[src/rtl/uart_rx_frame_ctrl.sv]
// ---------------------------------------------------------------------------
// uart_rx_frame_ctrl
//   Receive sequencer for a UART front end. It finds the start bit on the
//   synchronised line, times mid-bit sampling from the oversample tick, and
//   gates an external SIPO shift register. It also checks the stop bit and
//   holds each completed byte in an output register with a valid/ready
//   handshake.
//
//   Optional feature: define UART_RX_PARITY_EN to add an even-parity bit
//   between the data bits and the stop bit, plus the parity_err output.
//
// Parameters
//   DATA_BITS   data bits per frame (must match the SIPO width)
//   OVERSAMPLE  os_tick pulses per bit period (even, >= 4)
//
// Ports
//   clk          system clock
//   reset        asynchronous, active-high reset
//   os_tick      oversample enable, one clk wide, OVERSAMPLE per bit period
//   rx           raw serial line (synchronised internally, 2 flops)
//   sipo_data    parallel word from the SIPO
//   enable_sipo  high while receiving data bits
//   sipo_shift   one-clk strobe at each data-bit mid-point
//   rx_data      held received byte
//   rx_valid     rx_data valid, held until accepted
//   rx_ready     consumer ready
//   frame_err    one-clk pulse: stop bit sampled low
//   overrun_err  one-clk pulse: byte completed while previous one unaccepted
//   parity_err   (UART_RX_PARITY_EN only) one-clk pulse: parity mismatch
//   busy         high whenever the sequencer is not idle
//   fsm_state    current sequencer state, for observation
// ---------------------------------------------------------------------------
module uart_rx_frame_ctrl #(
  parameter int DATA_BITS  = 8,
  parameter int OVERSAMPLE = 16
) (
  input  logic                 clk,
  input  logic                 reset,
  input  logic                 os_tick,
  input  logic                 rx,
  input  logic [DATA_BITS-1:0] sipo_data,
  output logic                 enable_sipo,
  output logic                 sipo_shift,
  output logic [DATA_BITS-1:0] rx_data,
  output logic                 rx_valid,
  input  logic                 rx_ready,
  output logic                 frame_err,
  output logic                 overrun_err,
`ifdef UART_RX_PARITY_EN
  output logic                 parity_err,
`endif
  output logic                 busy,
  output logic [2:0]           fsm_state
);

  localparam int TW = $clog2(OVERSAMPLE);
  localparam int BW = (DATA_BITS > 1) ? $clog2(DATA_BITS) : 1;

  localparam logic [TW-1:0] TICK_LAST = TW'(OVERSAMPLE - 1);
  localparam logic [TW-1:0] HALF_LAST = TW'(OVERSAMPLE / 2 - 1);
  localparam logic [BW-1:0] BIT_LAST  = BW'(DATA_BITS - 1);

  typedef enum logic [2:0] {
    S_IDLE   = 3'd0,
    S_START  = 3'd1,
    S_DATA   = 3'd2,
    S_PARITY = 3'd3,
    S_STOP   = 3'd4
  } state_t;

  state_t        state, state_next;
  logic [TW-1:0] tick_cnt, tick_next;
  logic [BW-1:0] bit_cnt, bit_next;
  logic          rx_meta, rx_s;
  logic          shift;
  logic          stop_eval;
`ifdef UART_RX_PARITY_EN
  logic          parity_bit;
  logic          parity_sample;
`endif

  // Two-flop synchroniser; both flops reset to the idle (high) line level
  // so a reset never looks like a start bit.
  always_ff @(posedge clk or posedge reset) begin
    if (reset) begin
      rx_meta <= 1'b1;
      rx_s    <= 1'b1;
    end else begin
      rx_meta <= rx;
      rx_s    <= rx_meta;
    end
  end

  // State and counter registers.
  always_ff @(posedge clk or posedge reset) begin
    if (reset) begin
      state    <= S_IDLE;
      tick_cnt <= '0;
      bit_cnt  <= '0;
`ifdef UART_RX_PARITY_EN
      parity_bit <= 1'b0;
`endif
    end else begin
      state    <= state_next;
      tick_cnt <= tick_next;
      bit_cnt  <= bit_next;
`ifdef UART_RX_PARITY_EN
      if (parity_sample) parity_bit <= rx_s;
`endif
    end
  end

  // Next-state and strobe logic. Counters only move on os_tick; a sample is
  // rx_s on the tick that completes the count.
  always_comb begin
    state_next = state;
    tick_next  = tick_cnt;
    bit_next   = bit_cnt;
    shift      = 1'b0;
    stop_eval  = 1'b0;
`ifdef UART_RX_PARITY_EN
    parity_sample = 1'b0;
`endif
    case (state)
      S_IDLE: begin
        tick_next = '0;
        if (os_tick && !rx_s) state_next = S_START;
      end
      S_START: begin
        if (os_tick) begin
          if (tick_cnt == HALF_LAST) begin
            tick_next = '0;
            bit_next  = '0;
            // Line back high at mid-start: treat as a glitch, no error.
            state_next = rx_s ? S_IDLE : S_DATA;
          end else begin
            tick_next = tick_cnt + 1'b1;
          end
        end
      end
      S_DATA: begin
        if (os_tick) begin
          if (tick_cnt == TICK_LAST) begin
            tick_next = '0;
            shift     = 1'b1;
            bit_next  = bit_cnt + 1'b1;
            if (bit_cnt == BIT_LAST) begin
              bit_next = '0;
`ifdef UART_RX_PARITY_EN
              state_next = S_PARITY;
`else
              state_next = S_STOP;
`endif
            end
          end else begin
            tick_next = tick_cnt + 1'b1;
          end
        end
      end
`ifdef UART_RX_PARITY_EN
      S_PARITY: begin
        if (os_tick) begin
          if (tick_cnt == TICK_LAST) begin
            tick_next     = '0;
            parity_sample = 1'b1;
            state_next    = S_STOP;
          end else begin
            tick_next = tick_cnt + 1'b1;
          end
        end
      end
`endif
      S_STOP: begin
        if (os_tick) begin
          if (tick_cnt == TICK_LAST) begin
            tick_next  = '0;
            stop_eval  = 1'b1;
            state_next = S_IDLE;
          end else begin
            tick_next = tick_cnt + 1'b1;
          end
        end
      end
      default: begin
        state_next = S_IDLE;
        tick_next  = '0;
        bit_next   = '0;
      end
    endcase
  end

  // Output handshake: rx_valid rises the clk after a good stop bit and stays
  // high until a clk where rx_valid & rx_ready, after which it drops. If a
  // capture coincides with an accept, the new byte loads and rx_valid stays
  // high. A capture while the held byte is still unaccepted keeps the old
  // byte and pulses overrun_err instead.
  always_ff @(posedge clk or posedge reset) begin
    if (reset) begin
      rx_data     <= '0;
      rx_valid    <= 1'b0;
      frame_err   <= 1'b0;
      overrun_err <= 1'b0;
`ifdef UART_RX_PARITY_EN
      parity_err  <= 1'b0;
`endif
    end else begin
      frame_err   <= 1'b0;
      overrun_err <= 1'b0;
`ifdef UART_RX_PARITY_EN
      parity_err  <= 1'b0;
`endif
      if (rx_valid && rx_ready) rx_valid <= 1'b0;
      if (stop_eval) begin
`ifdef UART_RX_PARITY_EN
        // Even parity: the data bits plus the parity bit must hold an even
        // number of ones. The byte is delivered either way.
        parity_err <= (^sipo_data) ^ parity_bit;
`endif
        if (!rx_s) begin
          frame_err <= 1'b1;
        end else if (rx_valid && !rx_ready) begin
          overrun_err <= 1'b1;
        end else begin
          rx_data  <= sipo_data;
          rx_valid <= 1'b1;
        end
      end
    end
  end

  assign sipo_shift  = shift;
  assign enable_sipo = (state == S_DATA);
  assign busy        = (state != S_IDLE);
  assign fsm_state   = state;

endmodule

[config.mk]
export PLATFORM = sky130hd
export DESIGN_NAME = uart_rx_frame_ctrl
export DESIGN_NICKNAME = d
export VERILOG_FILES = /design/src/rtl/uart_rx_frame_ctrl.sv
export SDC_FILE = /design/constraint.sdc
export NUM_CORES = 1
export LEC_CHECK = 0
export BUFFER_PORTS_ARGS = -buffer_cell sky130_fd_sc_hd__clkbuf_2
export CORE_AREA = 2 2 63 65
export CTS_BUF_LIST = sky130_fd_sc_hd__clkbuf_4 sky130_fd_sc_hd__clkbuf_8 sky130_fd_sc_hd__clkbuf_16
export DETAILED_ROUTE_END_ITERATION = 10
export DIE_AREA = 0 0 65 67
export PLACE_DENSITY = 0.55
export RECOVER_POWER = 100
export REMOVE_ABC_BUFFERS = 1
export SLEW_MARGIN = 20
export SYNTH_ARGS = -nofsm -noshare
export SYNTH_HDL_FRONTEND = slang
export SYNTH_SLANG_ARGS = --single-unit
[constraint.sdc]
create_clock -name clk -period 2.4 [get_ports clk]
set_input_delay 0.36 -clock clk [delete_from_list [all_inputs] [get_ports clk]]
set_output_delay 0.36 -clock clk [all_outputs]
set_load 0.005 [all_outputs]
==> flow_metrics.env, run 1 <==
export IMPL_status="finished clean"
export IMPL_synth_edf_count=0
export IMPL_timing_final_crit_period_ns=1.95
export IMPL_floorplan_rows=22
export IMPL_via_count=770
export IMPL_p_leak_nw=0.658
export IMPL_ant_nets=0
export IMPL_ir_drop_mv=0.271
export IMPL_post_cts_buffers=0
export IMPL_hp_start="rx"
export IMPL_ys_seq_area_share_pct=54.0
export IMPL_worstPathBufferInverterCount=1
export IMPL_area_growth_pct=20.0
export IMPL_clock_sinks=23
export IMPL_setup_tns_final_ns=0
export IMPL_hold_path_class="input pin to register"
export IMPL_grt_max_degree=24
export IMPL_synth_seq_cells=23
export IMPL_final_cells=165
export IMPL_clk_pin_slew_worst_paths_ns=0.07
export IMPL_finalCritPeriodShare_pct=81.1
export IMPL_netlist_instances=89
export IMPL_dp_cells=161
export IMPL_critPathArrivalTime_ns=1.59
export IMPL_cp_required_ns=2.04
export IMPL_ys_types=34
export IMPL_worstHoldPathCells=1
export IMPL_finalNetCount=134
export IMPL_yosysTopAreaCell="dfrtp_1"
export IMPL_cts_max_path_buffers=2
export IMPL_postCtsHoldBufs=0
export IMPL_crit_start="fsm_state[1]"
export IMPL_avgSynthCellArea_um2=12.0
export IMPL_yosys_cell_count_top_type="dfrtp_1"
export IMPL_timing_rr_start="fsm_state[0]"
export IMPL_cts_repair_resized=0
export IMPL_synth_top_area_share_pct=49.1
export IMPL_initial_core_util_pct=29.7
export IMPL_cts_buffers=3
export IMPL_grt_overflow_total=0
export IMPL_totalWireLength_mm=1.95
export IMPL_worst_setup_path_type="register to output port"
export IMPL_io_pins=30
export IMPL_power_density_mw_per_mm2=806
export IMPL_hold_viol=0
export IMPL_die_h_um=67
export IMPL_diodes=0
export IMPL_crit_family="simple AND/OR/NAND/NOR gates"
export IMPL_end_kind="output port"
export IMPL_drt_iter0_drc=34
export IMPL_max_stage_delay_ns=0.57
export IMPL_drive_above_1_share_pct=35.0
export IMPL_clock_fmax_mhz=514
export IMPL_die_w_um=65
export IMPL_path_cells="nor3b_1 -> and2_0 -> clkbuf_2"
export IMPL_worst_path_max_delay_cell="dfrtp_1"
export IMPL_dp_hpwl_mm=1.52
export IMPL_vias_per_cell=4.67
export IMPL_hold_end="rx_meta"
export IMPL_cap_violations=0
export IMPL_async_flop_share_pct=100
export IMPL_clkLatencyLatePin_ns=0.26
export IMPL_yosys_top_cells_area="dfrtp_1 49%, mux2_2 9.5%, dfstp_2 4.9%"
export IMPL_track_usage_pct=10.4
export IMPL_setup_viol=0
export IMPL_ys_warn_count=0
export IMPL_core_area_mm2=0.00361
export IMPL_path_max_fanout=14
export IMPL_r2r_slack_ns=0.51
export IMPL_slew_viol_final=0
export IMPL_worstMarginPinSlew_ns=0.822
export IMPL_drcViolationCount=0
export IMPL_io_buffers=29
export IMPL_fin_worst_skew_ns=0.00171
export IMPL_gp_congestion=0.747
export IMPL_reg2regPathDepth=4
export IMPL_final_util_pct=35.6
export IMPL_grt_pass1_vias=696
export IMPL_cts_tree="built"
export IMPL_synth_top_flop_cell="dfrtp_1"
export IMPL_reg2reg_to="fsm_state[0]"
export IMPL_max_slew_margin_pct=45.1
export IMPL_cts_root_buf="clkbuf_8"
export IMPL_dieArea_mm2=0.00436
export IMPL_first_pass_iters=5
export IMPL_grt_pass1_wl_mm=3.32
export IMPL_synthTopCellsByCount="21 x dfrtp_1, 9 x mux2_2, 5 x nand3_1, 5 x nor2_1, 4 x nand2_1"
export IMPL_antenna_found_initial=0
export IMPL_cp_start_kind="register"
export IMPL_htreeDepth=1
export IMPL_wire_per_inst_um=11.8
export IMPL_rsz0062_at_grt="no"
export IMPL_syn_area_mm2=0.00107
## state kept, by name, summed over array words and instances (netlist names)
| register | count |
|---|---|
| overrun_err | 1 |
| frame_err | 1 |
| rx_valid | 1 |
| rx_s | 1 |
| tick_cnt | 4 |
| bit_cnt | 3 |
| fsm_state | 3 |
| rx_data | 8 |
| rx_meta | 1 |
## metrics by stage
step	setup slack [ns]	hold slack, ns	cell area (µm²)	total power, mW
3_3_place_gp	0.518	0.346	1250	0.804
2_1_floorplan	0.675	0.345	1040	0.706
4_1_cts	0.438	0.162	1290	1.06
3_5_place_dp	0.493	0.349	1250	0.813
6_report	0.454	0.175	1280	1.04
5_1_grt	0.255	0.164	1280	1.12
## worst max-delay path by stage
stage | endpoint | slack (ns) | cells past startpoint
after floorplan | fsm_state[0] | 0.68 | 4
after global placement | rx_data[5] | 0.52 | 5
after detailed placement | rx_data[4] | 0.49 | 5
after CTS | sipo_shift | 0.44 | 3
after global routing | sipo_shift | 0.26 | 3
final | sipo_shift | 0.45 | 3
## power breakdown
| part | leakage [nW] | internal, mW | switching [mW] |
|---|---|---|---|
| clock network | 0.0262 | 0.130 | 0.112 |
| logic | 0.321 | 0.140 | 0.146 |
| registers | 0.311 | 0.426 | 0.0816 |
## kinds of logic after synthesis
family | count (synthesis) | synth area share [%]
mux | 13 | 13.6
fa+ha+maj | 3 | 3.51
simple gates | 27 | 14.1
compound gates | 13 | 9.35
buf+inv | 8 | 3.85
xor+xnor | 2 | 1.64
flops | 23 | 54.0
## cell type report
cell class                 count  area (µm²)
tap                           48        60.1
timing repair buffer          29         140
inverter                       3        11.3
fill                         388        2320
clock buffer                   4        48.8
sequential                    23         578
multi-input combinational     58         447
## per-layer routing
| metal | vias to the layer above | global-route usage [%] | wire length, µm |
|---|---|---|---|
| met5 | - | 0 | 0 |
| met4 | 0 | 7.98 | 62 |
| met3 | 4 | 2.20 | 101 |
| met2 | 19 | 16.2 | 945 |
| met1 | 372 | 12.5 | 838 |
| li1 | 375 | - | - |
## placed cells by master, fill, tap and decap left out, drive strengths merged, types with 2 or more instances in the layout
cell type  count
clkbuf        33
dfrtp         21
mux2          12
nand3          5
nor2           5
nand2          4
a21oi          3
ha             3
inv            3
nor3           2
xor2           2
nor2b          2
a22o           2
nand2b         2
dfstp          2
and2           2
Note: power is estimated with default switching activity, not from simulation.
==> run 2, diff against run 1 <==
--- a/config.mk
+++ b/config.mk
@@ -5,12 +5,13 @@
 export SDC_FILE = /design/constraint.sdc
 export NUM_CORES = 1
 export LEC_CHECK = 0
+export ABC_AREA = 1
 export BUFFER_PORTS_ARGS = -buffer_cell sky130_fd_sc_hd__clkbuf_2
-export CORE_AREA = 2 2 63 65
+export CORE_AREA = 2 2 66 68
 export CTS_BUF_LIST = sky130_fd_sc_hd__clkbuf_4 sky130_fd_sc_hd__clkbuf_8 sky130_fd_sc_hd__clkbuf_16
 export DETAILED_ROUTE_END_ITERATION = 10
-export DIE_AREA = 0 0 65 67
-export PLACE_DENSITY = 0.55
+export DIE_AREA = 0 0 68 70
+export PLACE_DENSITY = 0.54
 export RECOVER_POWER = 100
 export REMOVE_ABC_BUFFERS = 1
 export SLEW_MARGIN = 20
==> constraint.sdc (replaced) <==
create_clock -name clk -period 1.9 [get_ports clk]
set_input_delay 0.285 -clock clk [delete_from_list [all_inputs] [get_ports clk]]
set_output_delay 0.285 -clock clk [all_outputs]
set_load 0.005 [all_outputs]
==> run 2 against run 1 <==
Effect of this change: count of clock-buffer cells in the layout shrank 1; largest cell class unchanged; final cell count increased by 42%; first-iteration DRC count up 32%; largest power group unchanged; sequential share of layout area shrank 4.4 points; synthesized area rose by 9.3%.
==> flow_metrics.env, run 2 <==
export IMPL_cts_root_buf="clkbuf_8"
export IMPL_netlist_instances=147
export IMPL_io_pins=30
export IMPL_yosys_cell_count_top_type="nand2_1"
export IMPL_rsz0062_at_grt="no"
export IMPL_cap_violations=0
export IMPL_drive_above_1_share_pct=20.3
export IMPL_synth_top_family_by_area="simple AND/OR/NAND/NOR gates"
export IMPL_crit_start="fsm_state[0]"
export IMPL_status="finished clean"
export IMPL_track_usage_pct=12.0
export IMPL_ir_drop_mv=0.340
export IMPL_final_common_cell="nand2_1"
export IMPL_timing_final_crit_period_ns=1.74
export IMPL_worstMarginPinSlew_ns=1.21
export IMPL_synth_top_flop_cell="dfrtp_1"
export IMPL_grt_max_degree=24
export IMPL_fin_worst_skew_ns=0.00146
export IMPL_ant_nets=0
export IMPL_syn_area_mm2=0.00117
export IMPL_postCtsHoldBufs=0
export IMPL_avgSynthCellArea_um2=7.97
export IMPL_finalCritPeriodShare_pct=91.5
export IMPL_io_buffers=29
export IMPL_antenna_found_initial=0
export IMPL_cts_max_path_buffers=2
export IMPL_synth_adder_area_share_pct=3.21
export IMPL_dp_hpwl_mm=1.88
export IMPL_power_density_mw_per_mm2=969
export IMPL_finalNetCount=199
export IMPL_htreeDepth=1
export IMPL_die_h_um=70
export IMPL_setup_viol=0
export IMPL_layout_common_cells="51 x nand2_1, 23 x nand3_1, 22 x clkbuf_2"
export IMPL_synth_xor_area_share_pct=0.748
export IMPL_final_cells=234
export IMPL_r2r_slack_ns=0.26
export IMPL_cp_required_ns=1.62
export IMPL_grt_overflow_total=0
export IMPL_ys_warn_count=0
export IMPL_synth_top_area_share_pct=44.9
export IMPL_hold_path_class="input pin to register"
export IMPL_synth_simple_area_share_pct=38.9
export IMPL_synth_seq_cells=23
export IMPL_core_area_mm2=0.00414
export IMPL_critPathArrivalTime_ns=1.45
export IMPL_async_flop_share_pct=100
export IMPL_drcViolationCount=0
export IMPL_setup_tns_final_ns=0
export IMPL_clkLatencyLatePin_ns=0.27
export IMPL_cts_tree="built"
export IMPL_post_cts_buffers=0
export IMPL_grt_pass1_wl_mm=4.28
export IMPL_cts_repair_resized=0
export IMPL_die_w_um=68
export IMPL_dieArea_mm2=0.00476
export IMPL_drt_iter0_drc=45
export IMPL_p_leak_nw=0.816
export IMPL_vias_per_cell=4.44
export IMPL_yosysTopAreaCell="dfrtp_1"
export IMPL_wire_per_inst_um=10.7
export IMPL_reg2regPathDepth=10
export IMPL_cp_start_kind="register"
export IMPL_first_pass_iters=4
export IMPL_gp_congestion=0.785
export IMPL_largest_register="rx_data"
export IMPL_diodes=0
export IMPL_synth_edf_count=0
export IMPL_clock_fmax_mhz=575
export IMPL_floorplan_rows=24
export IMPL_grt_pass1_vias=956
export IMPL_initial_core_util_pct=28.3
export IMPL_timing_rr_start="fsm_state[2]"
export IMPL_slew_viol_final=0
export IMPL_endpoint="sipo_shift"
export IMPL_path_max_fanout=6
export IMPL_synth_compound_area_share_pct=1.71
export IMPL_yosys_top_cells_area="dfrtp_1 45%, nand2_1 16%, nand3_1 9.8%"
export IMPL_clk_pin_slew_worst_paths_ns=0.08
export IMPL_worst_setup_path_type="register to output port"
export IMPL_cts_buffers=3
export IMPL_end_kind="output port"
export IMPL_dp_cells=230
export IMPL_reg2reg_to="fsm_state[2]"
export IMPL_max_slew_margin_pct=19.2
export IMPL_top_regs="rx_data: 8 flops, tick_cnt: 4 flops"
export IMPL_ys_types=22
export IMPL_clock_sinks=23
export IMPL_ys_seq_area_share_pct=49.4
export IMPL_via_count=1038
export IMPL_totalWireLength_mm=2.49
export IMPL_hold_viol=0
export IMPL_synth_mux_area_share_pct=0
export IMPL_synthTopCellsByCount="51 x nand2_1, 23 x nand3_1, 21 x dfrtp_1"
export IMPL_area_growth_pct=21.5
export IMPL_largest_register_ffs=8
run 2: cell types whose count changed after synthesis, sizes merged, moves of 3 or more:
cell   previous run  this run
nand2             4        53
nand3             5        24
inv               3        16
mux2             12         0
nor2              5        16
buf               5         1
o21ai             0         3
run 2: report_power, final:
part           total, mW  switching, mW  leakage, nW  internal (mW)
clock network      0.307          0.160       0.0255          0.147
logic              0.474          0.313        0.484          0.162
registers          0.598         0.0587        0.306          0.539
total               1.38          0.532        0.816          0.847
run 2: logic make-up after synthesis:
kind of cell,after synthesis
compound gates,4
flops,23
xor+xnor,1
fa+ha+maj,3
simple gates,99
buf+inv,17
run 2: area by class of cell:
class | count | area (µm²)
Clock buffer | 3 | 41.3
Sequential cell | 23 | 578
Multi-Input combinational cell | 107 | 522
Clock inverter | 1 | 5.00
Inverter | 16 | 60.1
Fill cell | 466 | 2720
Tap cell | 52 | 65.1
Timing Repair Buffer | 32 | 151
run 2: worst min-delay path by stage:
stage | end | cells after the start | startpoint | slack, ns
floorplan | bit_cnt[0] | 1 | reset | 0.29
global placement | rx_data[6] | 3 | reset | 0.33
detailed placement | rx_data[6] | 3 | reset | 0.33
CTS | rx_data[6] | 3 | reset | 0.04
global route | rx_meta | 1 | rx | 0.07
finish | rx_meta | 1 | rx | 0.09
run 2: per-layer routing:
layer  routed length, µm  up-vias  part of all wire, %  GRT usage, %
met2                1170       26                   47          18.0
met4                  73        0                  2.9          8.00
met1                1110      471                   45          15.1
met5                   0        -                    0             0
met3                 132        4                  5.3          2.42
li1                    -      537                    -             -
run 2: through the flow:
step / area, µm² / util [%] / worst slack [ns] / hold WS [ns] / total power, mW
6_report: 1420 / 34.3 / 0.161 / 0.0916 / 1.38
5_1_grt: 1420 / 34.3 / 0.0335 / 0.0745 / 1.51
4_1_cts: 1440 / 34.7 / 0.148 / 0.0359 / 1.41
3_5_place_dp: 1390 / 33.6 / 0.263 / 0.325 / 1.10
3_3_place_gp: 1390 / 33.6 / 0.301 / 0.325 / 1.10
2_1_floorplan: 1160 / - / 0.516 / 0.285 / 0.941
run 2: worst max-delay path, cell delays in order, from the launching register on:
cell,delay [ns]
dfrtp_1,0.46
nor2_1,0.24
nand2_1,0.16
nor3_1,0.18
clkbuf_2,0.15
